**src/rtl/pipeline_ctrl.sv**
```systemverilog
// pipeline_ctrl: stage rst/en sequencing, hazard stalls, flushes, forwarding and perf counters for a 5-stage MIPS pipe
module pipeline_ctrl #(
    parameter int INIT_CYCLES = 4,
    parameter int MEM_TIMEOUT = 16,
    parameter int CNT_W = 16
) (
    input  logic             clk,
    input  logic             rst,
    input  logic [4:0]       addr_rs_id,
    input  logic [4:0]       addr_rt_id,
    input  logic             rs_used_id,
    input  logic             rt_used_id,
    input  logic [4:0]       regw_addr_exe,
    input  logic             wb_wen_exe,
    input  logic             mem_ren_exe,
    input  logic [4:0]       regw_addr_mem,
    input  logic             wb_wen_mem,
    input  logic             mem_ren_mem,
    input  logic             mem_wen_mem,
    input  logic             is_branch_mem,
    input  logic             mem_ack,
    output logic             if_rst,
    output logic             if_en,
    output logic             id_rst,
    output logic             id_en,
    output logic             exe_rst,
    output logic             exe_en,
    output logic             mem_rst,
    output logic             mem_en,
    output logic             wb_rst,
    output logic             wb_en,
    output logic [1:0]       forwards,
    output logic [1:0]       forwardt,
    output logic             mem_fault,
    output logic [CNT_W-1:0] stall_cnt,
    output logic [CNT_W-1:0] flush_cnt
);
    typedef enum logic [1:0] {INIT, RUN, MEMWAIT} state_t;
    state_t state_q, state_d;
    logic [7:0] init_q, init_d, timer_q, timer_d;
    logic fault_q, fault_d;
    logic [CNT_W-1:0] stall_q, stall_d, flush_q, flush_d;
    logic memreq, hazard, active, rel, mem_stall;
    logic [4:0] en, rs;

    // A matching load still in EXE has no data yet; it is picked up from MEM next cycle
    function automatic logic [1:0] fwd(input logic used, input logic [4:0] a,
                                       input logic [4:0] ae, input logic we, input logic le,
                                       input logic [4:0] am, input logic wm, input logic lm);
        if (!used || a == 5'd0) return 2'd0;
        if (we && a == ae) return le ? 2'd0 : 2'd1;
        if (wm && a == am) return lm ? 2'd3 : 2'd2;
        return 2'd0;
    endfunction

    always_comb begin
        memreq = mem_ren_mem | mem_wen_mem;
        hazard = mem_ren_exe & wb_wen_exe & (regw_addr_exe != 5'd0) &
                 ((rs_used_id & (addr_rs_id == regw_addr_exe)) | (rt_used_id & (addr_rt_id == regw_addr_exe)));
        active = !rst && state_q != INIT;
        rel = state_q == MEMWAIT && (mem_ack || timer_q == 8'(MEM_TIMEOUT));
        mem_stall = state_q == MEMWAIT ? !rel : state_q == RUN && memreq && !mem_ack;
        state_d = state_q;
        init_d = init_q;
        timer_d = timer_q;
        fault_d = fault_q;
        stall_d = stall_q;
        flush_d = flush_q;
        en = '0;
        rs = '1;
        if (state_q == INIT) begin
            init_d = init_q + 8'd1;
            state_d = init_q == 8'(INIT_CYCLES - 1) ? RUN : INIT;
        end else if (mem_stall) begin
            rs = 5'b00001;
            state_d = MEMWAIT;
            timer_d = state_q == RUN ? 8'd1 : timer_q + 8'd1;
            stall_d = &stall_q ? stall_q : stall_q + 1'b1;
        end else begin
            state_d = RUN;
            fault_d = fault_q | (rel & !mem_ack);
            en = hazard && !is_branch_mem ? 5'b00111 : 5'b11111;
            rs = is_branch_mem ? 5'b01110 : hazard ? 5'b00100 : 5'b00000;
            flush_d = is_branch_mem && !(&flush_q) ? flush_q + 1'b1 : flush_q;
            stall_d = hazard && !is_branch_mem && !(&stall_q) ? stall_q + 1'b1 : stall_q;
        end
        if (rst) begin
            en = '0;
            rs = '1;
        end
    end

    always_ff @(posedge clk) begin
        if (rst) begin
            state_q <= INIT;
            init_q <= '0;
            timer_q <= '0;
            fault_q <= 1'b0;
            stall_q <= '0;
            flush_q <= '0;
        end else begin
            state_q <= state_d;
            init_q <= init_d;
            timer_q <= timer_d;
            fault_q <= fault_d;
            stall_q <= stall_d;
            flush_q <= flush_d;
        end
    end

    assign {if_en, id_en, exe_en, mem_en, wb_en} = en;
    assign {if_rst, id_rst, exe_rst, mem_rst, wb_rst} = rs;
    assign forwards = active ? fwd(rs_used_id, addr_rs_id, regw_addr_exe, wb_wen_exe, mem_ren_exe,
                                   regw_addr_mem, wb_wen_mem, mem_ren_mem) : 2'd0;
    assign forwardt = active ? fwd(rt_used_id, addr_rt_id, regw_addr_exe, wb_wen_exe, mem_ren_exe,
                                   regw_addr_mem, wb_wen_mem, mem_ren_mem) : 2'd0;
    assign mem_fault = fault_q;
    assign stall_cnt = stall_q;
    assign flush_cnt = flush_q;
endmodule

```
**config.mk**
```make
export PLATFORM = sky130hd
export DESIGN_NAME = pipeline_ctrl
export DESIGN_NICKNAME = d
export VERILOG_FILES = /design/src/rtl/pipeline_ctrl.sv
export SDC_FILE = /design/constraint.sdc
export NUM_CORES = 1
export LEC_CHECK = 0
export CAP_MARGIN = 20
export CORE_AREA = 4 4 106 108
export CTS_BUF_LIST = sky130_fd_sc_hd__clkbuf_16
export CTS_CLUSTER_DIAMETER = 120
export DETAILED_ROUTE_END_ITERATION = 10
export DIE_AREA = 0 0 110 112
export GPL_TIMING_DRIVEN = 0
export MAX_ROUTING_LAYER = met4
export PLACE_DENSITY = 0.63
export SLEW_MARGIN = 0
export SYNTH_ARGS = -nofsm -noshare
export SYNTH_HDL_FRONTEND = slang
export SYNTH_SLANG_ARGS = --single-unit
```
**constraint.sdc**
```tcl
create_clock -name clk -period 3.4 [get_ports clk]
set_input_delay 1.02 -clock clk [delete_from_list [all_inputs] [get_ports clk]]
set_output_delay 1.02 -clock clk [all_outputs]
set_load 0.01 [all_outputs]
```
Word level (Yosys, flattened, before mapping):

Index checks and enable logic that the tools add are counted.

* add/sub/neg operators: 4
* multiply operators: 0
* div/mod/pow operators: 0
* order comparisons: 0
* equality and inequality tests: 9
* shift operators: 0
* muxes and demuxes: 45
* bitwise operators: 11
* reductions and logical operators: 34

Operators by type and width (number)
* $mux 16: 3
* $add 16x1->16 const B: 2
* $mux 2: 16
* $reduce_and 16->1: 2
* $mux 5: 6
* $eq 5x5->1: 4
* $add 8x1->8 const B: 2
* $mux 1: 16
* $logic_and 1x1->1: 11
* $logic_not 5->1: 2
* $eq 8x2->1 const B: 1
* $eq 8x5->1 const B: 1
* $logic_not 1->1: 8
* $mux 4: 2
* $mux 8: 1
* $and 1x1->1: 6
* $reduce_and 3->1: 2
* $reduce_bool 5->1: 1
* $reduce_and 2->1: 2
* $reduce_bool 2->1: 2
* $logic_or 1x1->1: 3
* $mux 3: 1
* $or 1x1->1: 3
* $eq 2x1->1 const B: 1
* other kinds (4): 5

* register bits after elaboration: 51
* latch bits: 0
* memory bits (writable): 0
* ROM bits: 0
* input bits: 31
* memories kept: 0

Depth between registers and ports, before layout:

* depth after elaboration: 10
* gate-level depth with buffers: 10

Worst setup path after synthesis:

Ideal clock, no wire load.

* path kind: input port to output port
* start point: input port mem_wen_mem
* end point: output port if_en
* data arrival time: 2.590 ns
* required time: 2.380 ns
* path slack: -0.210 ns
* stages on the path: 7
* cell sequence: o211ai_1 -> a21oi_4 -> clkbuf_1 -> nor2_1 -> inv_1 -> a31oi_1 -> buf_4

* word-level cells in the longest chain between the ends: 7

RTL lines
* start: declaration: line 19 `input logic mem_wen_mem,`
* $or 1x1->1: line 57 `memreq = mem_ren_mem | mem_wen_mem;`
* $logic_and 1x1->1 (2 in a row): line 62 `mem_stall = state_q == MEMWAIT ? !rel : state_q == RUN && memreq && !mem_ack;`
* $mux 1: line 62
* $mux 5: line 74 `end else if (mem_stall) begin`
* $mux 5: line 71 `if (state_q == INIT) begin`
* $mux 5: line 87 `if (rst) begin`
* end: declaration: line 23 `output logic if_en,`

Every way passes these cells.

Worst setup path in the final report:

* start point: input port regw_addr_exe[3]
* end point: output port if_en

* word-level cells in the longest chain between the ends: 9

RTL lines
* start: declaration: line 13 `input logic [4:0] regw_addr_exe,`
* $eq 5x5->1: line 59 `((rs_used_id & (addr_rs_id == regw_addr_exe)) | (rt_used_id & (addr_rt_id == regw_addr_exe)));`
* $and 1x1->1: line 59
* $or 1x1->1: line 59
* $and 1x1->1 (*): line 58 `hazard = mem_ren_exe & wb_wen_exe & (regw_addr_exe != 5'd0) &`
* $logic_and 1x1->1 (*): line 82 `en = hazard && !is_branch_mem ? 5'b00111 : 5'b11111;`
* $mux 5 (*): line 82
* $mux 5 (*): line 74
* $mux 5 (*): line 71
* $mux 5 (*): line 87

Mark *: on every way between the ends. The rest lies on a longest branch, timed or not.

==> summary.md <==
| Metric | Value |
|---|---|
| Synth Cell Area | `2960 µm²` |
| Clk root buf | `clkbuf_16` |
| Worst skew pair latency | `290 ps` |
| Ys Warns | `0` |
| Max incr delay on CP | `540 ps` |
| Max cap viols | `0` |
| Logic pwr share | `16.6%` |
| Dpl cells | `563` |
| HPWL Detailed | `6280 µm` |
| Pwr dens | `336 nW/µm²` |
| Simple-gate portion of the synthesized area | `30.2%` |
| WL per Instance | `14.0 µm` |
| # hold bufs at CTS | `0` |
| Critical path peak fanout | `3` |
| Post-synth EDFFs | `0` |
| Final Cell Area | `4220 µm²` |
| Compound-Gate Fraction of Synth Area | `12.8%` |
| Slew HR | `57.3%` |
| Die Y | `112 µm` |
| Initial core utilization | `28.9%` |
| Post-route insts no fill | `584` |
| Hold Vio Cnt, Final | `0` |
| DRC | `0` |
| CTS tree | `done` |
| RSZ-0062 raised after global routing | `true` |
| Pleak | `1.42 nW` |
| Clock transition at path regs | `60 ps` |
| Top_reg_cell synth | `dfxtp_1` |
| CTS Buf Count | `5` |
| Internal Power | `1.06 mW` |
| Seq cells post-synth | `51` |
| CP required | `2380 ps` |
| Achievable frequency | `0.296 GHz` |
| Synth top area cells | `dfxtp_1 (35%), xnor2_1 (10%), nor2_1 (5.5%), or4_1 (3.6%), xor2_1 (3.6%)` |
| Layout Skew | `6.04 ps` |
| Worst vdd ir | `0.253 mV` |
| Ys async rst share | `0%` |
| Setup Viol. Count Final | `0` |
| Layout cells sized above 1 | `18.5%` |
| Clock share of power | `39.6%` |
| Overflow after GRT | `0` |
| Crit-path cells | `buf_8 > or4_4 > o211ai_4 > inv_2 > a31oi_4 > buf_6 > buf_6` |
| Count of cell types in the netlist | `51` |
| Final TNS setup | `0 ps` |
| Main combinational cell family by area after synthesis | `simple AND/OR/NAND/NOR gates` |
| Min Clock Period, post-route | `3370 ps` |
| Crit end category | `output pin` |
| Placed cell areas | `3910 µm²` |
| Diodes inserted | `0` |
| Io pins | `78` |
| Seq/Total Area, Yosys | `34.5%` |
| CP startpoint kind | `input port` |
| R2R setup slack | `880 ps` |
| Core Box Area | `10200 µm²` |
| CP most frequent cell | `buf_6` |
| Setup CP Type | `input port to output pin` |
| Crit path max-delay family | `simple AND/OR/NAND/NOR gates` |
| Initial antenna violation count | `0` |
| Critical Path AT | `2350 ps` |
| Switching Power | `356 µW` |
| H-tree Lvls | `2` |
| First-pass GRT wire length | `13500 µm` |
| Die area | `12300 µm²` |
| Fin crit share | `99.2%` |
| CTS Sinks | `51` |
| Crit-path slowest cell | `or4_4` |
| Yosys top cell area share | `34.5%` |
| HP Class | `flip-flop to flip-flop` |
| Die Wd | `110 µm` |
| Port bufs | `77` |
| Seq pwr share | `43.8%` |
| Vias in the first global route | `2853` |
| CP bufs+invs | `4` |
| Routed Antenna Nets | `0` |
| CTS max path bufs | `2` |
| Adder-Cell Fraction of Synth Area | `2.12%` |
| Via density per instance | `4.93` |
| Wirelength, routed | `8150 µm` |
| Final net count | `484` |
| Layout area overhead | `42.7%` |
| Slew @ Worst Pin | `637 ps` |
| Syn avg cell area | `8.45 µm²` |
| Switching share of total power | `25.1%` |
| DR vias | `2877` |
| Post-synthesis mux area share | `1.10%` |
| Synth Area in XOR/XNOR | `13.9%` |
| Slew Limit Fails | `0` |
| Outcome | `finished clean` |
| Initial DRC Count | `119` |
| Post-synth net total | `386` |
| Synth area leader | `dfxtp_1` |
| First-pass DRT Iterations | `4` |
| Largest net degree at the start of global routing | `16` |
| Gpl congestion | `0.872` |
| Mapped Cells | `350` |
| All-Layer GR Usage | `13.8%` |
| Cell Rows | `37` |
[worst register-to-register path: stages (launching register included)]
cell and delay, ps:
dfxtp_1 400, inv_1 70, ha_1 210, nor4b_4 140
a31o_1 250, a21oi_4 240, buf_4 210, a31oi_4 50
buf_6 160, nor4_1 330, mux2_1 350
[metrics by stage]
step                total power, mW  util [%]  hold slack [ps]  setup WS, ps
floorplan                     0.752         -              466          19.7
global placement              0.847      38.2              481         -1180
detailed placement            0.851      38.2              473         -1210
CTS                            1.43      40.7              492          1.03
global route                   1.49      41.2              522         -14.0
finish                         1.42      41.2              493          26.6
[synthesized netlist by cell type, drive strengths merged, types with 5 or more instances]
master	instances
xnor2	35
or4	14
xor2	12
nand4	9
buf	13
inv	11
nand2	27
and3	6
nor4b	5
nand3	18
nor3	9
a21oi	19
nor4	12
o31ai	11
o21ai	8
or3	7
nor2	44
ha	5
dfxtp	51
[area by class of cell]
cell class	count	area (µm²)
Tap cell	136	170
Fill cell	1035	6010
Buffer	16	116
Sequential cell	51	1020
Multi-Input combinational cell	271	1890
Clock buffer	5	125
Inverter	11	41.3
Clock inverter	2	37.5
Timing Repair Buffer	92	813
[power by group through the flow]
| stage | combinational [mW] | sequential (mW) | clock [mW] |
|---|---|---|---|
| 5_1_grt | 0.256 | 0.623 | 0.606 |
| 6_report | 0.235 | 0.622 | 0.561 |
| 3_5_place_dp | 0.216 | 0.634 | 0 |
| 4_1_cts | 0.228 | 0.621 | 0.580 |
| 3_3_place_gp | 0.213 | 0.634 | 0 |
| 2_1_floorplan | 0.120 | 0.632 | 0 |
[worst paths after layout]
path	from	endpoint	cells after the start
max	regw_addr_exe[3]	if_en	7
min reg2reg	mem_fault	mem_fault	2
min	mem_fault	mem_fault	2
max reg2reg	timer_q[0]	stall_cnt[7]	10
[registers in the layout, summed over array words and instances (netlist names)]
| signal | count |
|---|---|
| stall_cnt | 16 |
| flush_cnt | 16 |
| init_q | 8 |
| timer_q | 8 |
| mem_fault | 1 |
| state_q | 2 |
[layer usage]
metal / GRT usage, % / routed length, µm
met4: 3.99 / 108
met2: 22.4 / 3960
met5: - / 0
met1: 17.1 / 3610
met3: 2.96 / 479
[cell usage in the layout, fill, tap and decap left out, types with 11 or more instances in the layout]
cell             synthesis  layout
nand2_1                 27      27
dfxtp_1                 51      51
or4_1                   14      12
xor2_1                  12      12
o31ai_1                 11      11
buf_4                    6      19
xnor2_1                 35      31
nor4_1                  12      12
nand3_1                 18      17
nor2_1                  43      40
dlygate4sd2_1            0      12
a21oi_1                 18      17
clkdlybuf4s50_1          0      40
[cell families after synthesis]
family	after synthesis
AOI/OAI and AO/OA	54
xor gates and xnor gates	47
adders and majority gates	5
buffers and inverters	28
DFF	51
muxes	3
and+or+nand+nor	162
[what timing repair did]
action	in CTS	in global routing
buffers inserted	10	5
cloned	0	0
gates resized for setup	92	29
pin swaps	19	15
endpoints found under the setup margin	14	12
Power figures use the tool's default switching activity.
